===== src/rtl/mpemu_descale.sv =====
// Iterative restoring divider: signed 32-bit product / unsigned 8.24 scale -> signed 24-bit result.
// Define MPEMU_DESCALE_ROUND_EN for round-half-away-from-zero instead of truncation.
module mpemu_descale (
  input  logic        clk,
  input  logic        rst,
  input  logic [31:0] mprod_i,
  input  logic [31:0] scale_i,
  input  logic        in_valid_i,
  output logic        in_ready_o,
  output logic [23:0] mpcand_o,
  output logic        out_valid_o,
  input  logic        out_ack_i
);

  typedef enum logic [1:0] {StIdle, StDiv, StDone} state_e;

  state_e      state_q, state_d;
  logic        sign_q, sign_d;
  logic        sat_q, sat_d;
  logic [31:0] scale_q, scale_d;
  logic [31:0] rem_q, rem_d;
  logic [23:0] quot_q, quot_d;
  logic [4:0]  cnt_q, cnt_d;
  logic [23:0] mpcand_q, mpcand_d;
  logic        valid_q, valid_d;

  logic [31:0] mag_in;
  logic        ovf;
  logic [32:0] rem_sh;
  logic        take;
  logic [31:0] rem_nxt;
  logic [23:0] quot_nxt;
  logic [23:0] mag_fin;
  logic        sat_fin;
  logic [23:0] result;

  always_comb begin
    mag_in   = mprod_i[31] ? (~mprod_i + 32'd1) : mprod_i;
    ovf      = {mag_in, 1'b0} >= {1'b0, scale_i};
    rem_sh   = {rem_q, 1'b0};
    take     = rem_sh >= {1'b0, scale_q};
    // When take is set the difference is below scale, so 32 bits hold it exactly.
    rem_nxt  = take ? (rem_sh[31:0] - scale_q) : rem_sh[31:0];
    quot_nxt = {quot_q[22:0], take};
`ifdef MPEMU_DESCALE_ROUND_EN
    mag_fin  = quot_nxt + {23'd0, ({rem_nxt, 1'b0} >= {1'b0, scale_q})};
`else
    mag_fin  = quot_nxt;
`endif
    // A rounded magnitude reaching 2^23 clamps like an overflow.
    sat_fin  = sat_q | mag_fin[23];
    if (sat_fin) begin
      result = sign_q ? 24'h800000 : 24'h7fffff;
    end else begin
      result = sign_q ? (~mag_fin + 24'd1) : mag_fin;
    end
  end

  always_comb begin
    state_d  = state_q;
    sign_d   = sign_q;
    sat_d    = sat_q;
    scale_d  = scale_q;
    rem_d    = rem_q;
    quot_d   = quot_q;
    cnt_d    = cnt_q;
    mpcand_d = mpcand_q;
    valid_d  = valid_q;
    case (state_q)
      StIdle: begin
        if (in_valid_i) begin
          sign_d  = mprod_i[31];
          scale_d = scale_i;
          sat_d   = ovf;
          rem_d   = mag_in;
          quot_d  = 24'd0;
          // Saturation takes a single pass through StDiv so its result lands one edge later.
          cnt_d   = ovf ? 5'd0 : 5'd23;
          state_d = StDiv;
        end
      end
      StDiv: begin
        rem_d  = rem_nxt;
        quot_d = quot_nxt;
        cnt_d  = cnt_q - 5'd1;
        if (cnt_q == 5'd0) begin
          mpcand_d = result;
          valid_d  = 1'b1;
          state_d  = StDone;
        end
      end
      StDone: begin
        if (out_ack_i) begin
          valid_d = 1'b0;
          state_d = StIdle;
        end
      end
      default: state_d = StIdle;
    endcase
  end

  always_ff @(posedge clk or posedge rst) begin
    if (rst) begin
      state_q  <= StIdle;
      sign_q   <= 1'b0;
      sat_q    <= 1'b0;
      scale_q  <= 32'd0;
      rem_q    <= 32'd0;
      quot_q   <= 24'd0;
      cnt_q    <= 5'd0;
      mpcand_q <= 24'd0;
      valid_q  <= 1'b0;
    end else begin
      state_q  <= state_d;
      sign_q   <= sign_d;
      sat_q    <= sat_d;
      scale_q  <= scale_d;
      rem_q    <= rem_d;
      quot_q   <= quot_d;
      cnt_q    <= cnt_d;
      mpcand_q <= mpcand_d;
      valid_q  <= valid_d;
    end
  end

  assign in_ready_o  = (state_q == StIdle);
  assign mpcand_o    = mpcand_q;
  assign out_valid_o = valid_q;

endmodule


===== config.mk =====
export PLATFORM = sky130hd
export DESIGN_NAME = mpemu_descale
export DESIGN_NICKNAME = d
export VERILOG_FILES = /design/src/rtl/mpemu_descale.sv
export SDC_FILE = /design/constraint.sdc
export NUM_CORES = 1
export LEC_CHECK = 0
export CORE_MARGIN = 4
export CORE_UTILIZATION = 41
export DETAILED_ROUTE_END_ITERATION = 8
export PLACE_DENSITY = 0.6
export SLEW_MARGIN = 5
export SYNTH_ARGS = -nofsm -noshare
export SYNTH_HDL_FRONTEND = slang
export SYNTH_SLANG_ARGS = --single-unit

===== constraint.sdc =====
create_clock -name clk -period 4.2 [get_ports clk]
set_input_delay 1.05 -clock clk [delete_from_list [all_inputs] [get_ports clk]]
set_output_delay 1.05 -clock clk [all_outputs]
set_load 0.05 [all_outputs]

==> results of run 1 <==
routing by layer:
metal | global-route usage, % | wire [um]
met2 | 38.9 | 13800
met3 | 3.52 | 1490
met5 | 0 | 0
met1 | 34.4 | 14000
met4 | 7.48 | 666
state kept, by name, indices dropped and copies added, names as in the netlist:
name and cells:
quot_q 23, scale_q 32, cnt_q 5, out_valid_o 1
rem_q 32, sat_q 1, sign_q 1, mpcand_o 24
state_q 2
placed cells by master, fill, tap and decap left out, types with 8 or more instances in the layout:
master and instances:
dfrtp_1 121, a31oi_1 12, clkbuf_16 17, nor2_1 57, clkdlybuf4s50_1 89, o21ai_0 119, xor2_1 8, o211ai_1 11
nand4_1 13, and3_1 8, a211oi_1 8, nor3_1 16, o31ai_1 15, or3_1 8, inv_1 79, ha_1 55
nand2b_1 11, nor4_1 8, xnor2_1 46, o22ai_1 8, buf_4 157, inv_2 8, nand2_1 146, ha_4 9
mux2i_1 17, a21oi_1 56, nand3_1 30, a21o_1 28, a22oi_1 18
tightest hold or removal path, stage by stage (launching register included):
cell	delay, ps
dfrtp_1	340
nand2_1	50
o31ai_1	50
layout make-up:
| type | instances | area [um2] | share of cell area (%) |
|---|---|---|---|
| inverter | 88 | 334 | 2.74 |
| timing repair buffer | 253 | 2160 | 17.7 |
| sequential | 121 | 3030 | 24.8 |
| tap | 275 | 344 | 2.82 |
| multi-input combinational | 841 | 5760 | 47.2 |
| clock inverter | 13 | 146 | 1.20 |
| clock buffer | 18 | 439 | 3.60 |
report_power, final:
group	internal [W]	switching, W	leakage, nW	total (W)
combinational	0.00313	0.00433	3.66	0.00747
clock	0.000891	0.000583	0.283	0.00147
sequential	0.00175	0.000483	1.50	0.00224
total	0.00578	0.00540	5.45	0.0112
final timing paths:
check | from | to | slack, ps | depth (start not counted)
worst min-delay path | mpcand_o[1] | mpcand_o[1] | 470 | 2
worst max-delay path | mprod_i[11] | sat_q | -740 | 18
max in group asynchronous | rst | scale_q[1] | 2410 | 3
worst min register to register | mpcand_o[1] | mpcand_o[1] | 470 | 2
worst max register to register | scale_q[18] | mpcand_o[20] | 170 | 20
min in group asynchronous | rst | scale_q[15] | 1020 | 2
timing repair:
item | 4_1_cts | 5_1_grt
endpoints found under the setup margin | 6 | 10
resized for setup | 24 | 49
buffers inserted | 16 | 11
pin swaps | 18 | 32
synth_stat cells (12+ instances only):
library cell  number
nand2b_1          12
nor2_1            58
a21o_1            28
nand3_1           32
nor3_1            20
ha_1              67
mux2i_1           17
o21ai_0          126
a22oi_1           18
nand2_1          150
inv_1             88
nand4_1           13
dfrtp_1          121
clkbuf_1          49
a31oi_1           13
xnor2_1           47
a21oi_1           59
o31ai_1           17
cells by family after synthesis:
group	after synthesis	synth area share, %
fa+ha+maj	68	9.53
buf+inv	141	5.92
simple gates	343	17.9
mux	19	2.14
xor+xnor	55	5.35
flops	121	33.6
compound gates	356	25.5
metrics by stage:
stage | hold WS (ps) | setup slack [ps] | TNS, ps | total power (W)
after floorplan | 480 | -664 | -3080 | 0.00705
after global placement | 462 | -1350 | -6620 | 0.00909
after detailed placement | 468 | -1480 | -7520 | 0.00917
after CTS | 482 | -661 | -3650 | 0.0107
after global routing | 496 | -955 | -5330 | 0.0121
final | 475 | -739 | -4060 | 0.0112
==> reports/results.ini, run 1 <==
[detailed_routing]
ant_nets = 0
route.vias.total = 9108
drtIter0Drc = 631
post_drt_wl_per_cell_um = 18.6
drc = 0
wirelength_mm = 29.9
drt-vias-per-instance = 5.66
first_pass_iters = 5

[floorplanning]
core_area_um2 = 21300
die_width_um = 156
die_h_um = 156
io_pins = 94
dieArea_um2 = 24400
placementRows = 53
start_util_pct = 42.3

[layout]
fill_cells = 1934
instances_no_fill = 1609
design_area_um2 = 12200
syn_to_final_growth_pct = 35.6
diodes = 0
final_nets = 1458
drive_above_1_share_pct = 19.9
fin_util_pct = 57.4

[setup_path]
crit_path_max_fanout = 5
crit_buf_inv = 1
cpPeakStageDelay_ps = 530
cp_slowest_cell = or4_4
path_class = in2reg
required_ps = 4510
cp_cell_sequence = buf_6, or4_4, or4_4, or2_4, nor3_4, nand4_4, o41ai_4, xnor2_1, ha_2, a21oi_2, nor2b_1, o21ai_1, nand2b_1, a2111o_1, o211a_1, a2111oi_4, nor3_4, o21a_1
start_kind = input port
worst_setup_path_end_kind = flip-flop
worstPathArrival_ps = 5250
path_delay_family = simple AND/OR/NAND/NOR gates

[grt]
antenna_found_initial = 0
grt_use_total_pct = 24.4
grt_overflow = 0
grt_max_degree = 119
grt_pass1_vias = 8786
grt_pass1_wl_mm = 47.4

[timing]
fin_skew_ps = 11.7
finalHoldViolCount = 0
fmax_mhz = 202
post-route-period-util_pct = 118
setup_ws_ps = -739
worstMarginPinSlew_ps = 863
drv_slew = 0
grt_setup_unrepaired = true
setup_violations = 6
slew_headroom_pct = 42.3
min_period_ps = 4940

[clock_network]
cts_tree = done
cts_buffer_depth = 2
cts.htree.levels = 4
clockRootBuffer = clkbuf_16
clk_pin_slew_ps = 60
clock_latency_ps = 430
cts.sinks = 121
postCtsHoldBufs = 0
cts_buffers = 17

[synth]
synth-seq-cells = 121
yosysWarnings = 0
yosysSeqAreaShare_pct = 33.6
netlist_instances = 1103
synth_area_um2 = 9000
synth_area_leader_cell = dfrtp_1
synthFlopType = dfrtp_1
avgSynthCellArea_um2 = 8.16
synth_cell_types = 67
synthTopCellsByArea = dfrtp_1, ha_1, o21ai_0, nand2_1, xnor2_1
syn_nets = 1239
yosys.area.top_type_share_pct = 33.6
synth_edf_count = 0
async_flop_share_pct = 100

[placement]
hpwl_mm = 22.5
postPlaceCellArea_um2 = 11200
numPortBuffers = 93
gp_congestion = 0.932
dp_cells = 1551

[flow_run]
drv_cap = 0

[worst_hold_path]
min_path_type = reg2reg

[status]
outcome = finished, violations left
failed_checks = setup timing

[power_and_ir_drop]
powerDensity_nw_per_um2 = 915
power_leakage_nw = 5.45
irDropWorstVdd_mv = 0.317

(Power assumes the default switching activity.)
==> inputs of run 2 (changes only) <==
--- a/config.mk
+++ b/config.mk
@@ -7,8 +7,9 @@
 export LEC_CHECK = 0
 export CORE_MARGIN = 4
 export CORE_UTILIZATION = 41
+export CTS_CLUSTER_SIZE = 16
 export DETAILED_ROUTE_END_ITERATION = 8
-export PLACE_DENSITY = 0.6
+export PLACE_DENSITY_LB_ADDON = 0.12
 export SLEW_MARGIN = 5
 export SYNTH_ARGS = -nofsm -noshare
 export SYNTH_HDL_FRONTEND = slang
==> run 2 against run 1 <==
Effect of this change: the flow still finishes with violations (setup timing); wire length is 1.9% lower; combinational power is 1% higher; cell count is 0.50% lower; non-clock buffer count decreased by 9.
==> reports/results.ini, run 2 (synthesized netlist as in run 1, its figures left out) <==
[timing]
fin_skew_ps = 9.91  ; -1.74 ps
setup_violations = 5  ; -1
min_period_ps = 4810  ; -127 ps
slew_headroom_pct = 39.4  ; -2.9 points
finalHoldViolCount = 0  ; unchanged
fmax_mhz = 208  ; +2.6%
post-route-period-util_pct = 115  ; -3.0 points
worstMarginPinSlew_ps = 907  ; +44.4 ps
grt_setup_unrepaired = true
drv_slew = 0  ; unchanged
setup_ws_ps = -612  ; +127 ps
fin_worst_hold_slack_ps = 477  ; +2.29 ps

[worst_hold_path]
hold_end = mpcand_o[14]
min_path_type = reg2reg
hold_path_depth = 2  ; unchanged
hold_start = mpcand_o[14]

[clock_network]
clock_latency_ps = 430  ; about the same
cts.sinks = 121  ; unchanged
clockRootBuffer = clkbuf_16
cts_buffer_depth = 2  ; unchanged
cts_tree = done
postCtsHoldBufs = 0  ; unchanged
cts.htree.levels = 4  ; unchanged
cts_buffers = 17  ; unchanged
clk_pin_slew_ps = 60  ; about the same

[detailed_routing]
route.vias.total = 9015  ; -1.0%
post_drt_wl_per_cell_um = 18.3  ; -1.4%
drc = 0  ; unchanged
first_pass_iters = 5  ; unchanged
ant_nets = 0  ; unchanged
drtIter0Drc = 732  ; +16%
drt-vias-per-instance = 5.63  ; -0.53%
wirelength_mm = 29.3  ; -1.9%

[floorplanning]
die_h_um = 156  ; unchanged
start_util_pct = 42.3  ; unchanged
dieArea_um2 = 24400  ; unchanged
die_width_um = 156  ; unchanged
io_pins = 94  ; unchanged
placementRows = 53  ; unchanged
core_area_um2 = 21300  ; unchanged

[grt]
grt_use_total_pct = 24.2  ; -0.20 points
grt_pass1_vias = 8686  ; -1.1%
grt_max_degree = 73  ; -39%
antenna_found_initial = 0  ; unchanged
grt_overflow = 0  ; unchanged
grt_pass1_wl_mm = 46.7  ; -1.3%

[layout]
fill_cells = 1944  ; +0.52%
final_common_cell = buf_4
seqCellArea_um2 = 3030  ; unchanged
diodes = 0  ; unchanged
drive_above_1_share_pct = 19.4  ; -0.56 points
multi_input_area_um2 = 5790  ; +0.56%
syn_to_final_growth_pct = 35.1
final_nets = 1449  ; -0.62%
layout_common_cells = buf_4, nand2_1, dfrtp_1

[setup_path]
r2r_end = mpcand_o[20]
cpPeakStageDelay_ps = 520  ; about the same
worst_setup_path_end_kind = flip-flop
worstPathArrival_ps = 5130  ; -120 ps
start_kind = input port
cp_cell_sequence = buf_6, or4_4, or4_4, or2_4, nor3_4, nand4_4, o41ai_4, xnor2_2, ha_2, a21oi_2, nor2b_1, o21ai_1, nand2b_1, a2111o_1, o211a_1, a2111oi_4, nor3_4, o21a_1
rr_startpoint = rem_q[2]
required_ps = 4510  ; about the same
reg2reg_slack_ps = 190  ; +20 ps
path_class = in2reg
cp-startpoint = mprod_i[9]
crit_buf_inv = 1  ; unchanged
crit_path_max_fanout = 6  ; +1
cp_slowest_cell = or4_4
path_delay_family = simple AND/OR/NAND/NOR gates
ff2ff_path_depth = 18  ; -10%

[power_and_ir_drop]
power_leakage_nw = 5.41  ; -0.57%
p_clk_share_pct = 13.4  ; +0.2 points
comb_power_share_pct = 66.9  ; about the same
switching_share_pct = 48.7  ; +0.35 points
p_sw_w = 0.00552  ; +2.2%
p_seq_share_pct = 19.7  ; -0.3 points
internal_power_w = 0.00582  ; +0.78%
powerDensity_nw_per_um2 = 932  ; +1.9%
irDropWorstVdd_mv = 0.359  ; +13%

[placement]
gp_congestion = 0.942  ; +0.99%
hpwl_mm = 22.0  ; -1.9%
numPortBuffers = 93  ; unchanged
dp_slack_ps = -1470  ; +6.41 ps

[flow_run]
drv_cap = 0  ; unchanged

[status]
outcome = finished, violations left
failed_checks = setup timing

## run 2: worst register-to-register path: stages (launching register included)
cell and delay, ps:
dfrtp_1 420, ha_4 250, a21oi_2 160, o21ai_2 80
o31a_1 380, nor3_4 220, or3_4 170, nand2_2 60
inv_2 60, ha_2 170, inv_1 60, nor3_2 190
nand4b_1 160, or3_4 430, or3_4 360, o31ai_4 300
a211oi_2 110, a31oi_1 190, a31oi_1 100
## run 2: per-stage QoR
stage | setup TNS, ps | power (W) | utilization (%) | instances | cell area, um2
floorplan | -3080 | 0.00705 | - | 1103 | 9050
global placement | -7330 | 0.00923 | 52.5 | 1554 | 11200
detailed placement | -8150 | 0.00930 | 52.5 | 1554 | 11200
CTS | -4120 | 0.0109 | 55.9 | 1600 | 11900
global route | -3600 | 0.0122 | 57.2 | 1601 | 12200
finish | -2860 | 0.0113 | 57.2 | 1601 | 12200
## run 2: worst max path at each step
stage	end	depth (start not counted)
floorplan	sat_q	17
global placement	sat_q	18
detailed placement	sat_q	18
CTS	sat_q	18
global route	sat_q	16
finish	sat_q	18
## run 2: timing repair
item                       CTS  global route
setup endpoints to repair    8            10
pin swaps                   18            24
resized for setup           22            48
buffers inserted            14             9
## run 2: area by class of cell
type                       instances  area share, %
tap                              275           2.83
sequential                       121           24.9
inverter                          88           2.75
clock inverter                    14           1.33
clock buffer                      18           3.61
multi-input combinational        841           47.6
timing repair buffer             244           17.0
## run 2: power groups by stage
stage                     logic [W]  clock network [W]  registers [W]
final                       0.00758            0.00152        0.00223
after global routing        0.00830            0.00160        0.00231
after CTS                   0.00717            0.00155        0.00220
after detailed placement    0.00708                  0        0.00222
after global placement      0.00703                  0        0.00220
after floorplan             0.00461                  0        0.00244
## run 2: metal layers
layer | part of all wire, % | wire (um) | up-vias | track usage (%)
met1 | 46 | 13500 | 4270 | 34.3
met3 | 6.3 | 1850 | 42 | 4.22
met4 | 1.8 | 522 | 0 | 6.16
met2 | 46 | 13400 | 307 | 38.5
li1 | - | - | 4396 | -
met5 | 0 | 0 | - | 0
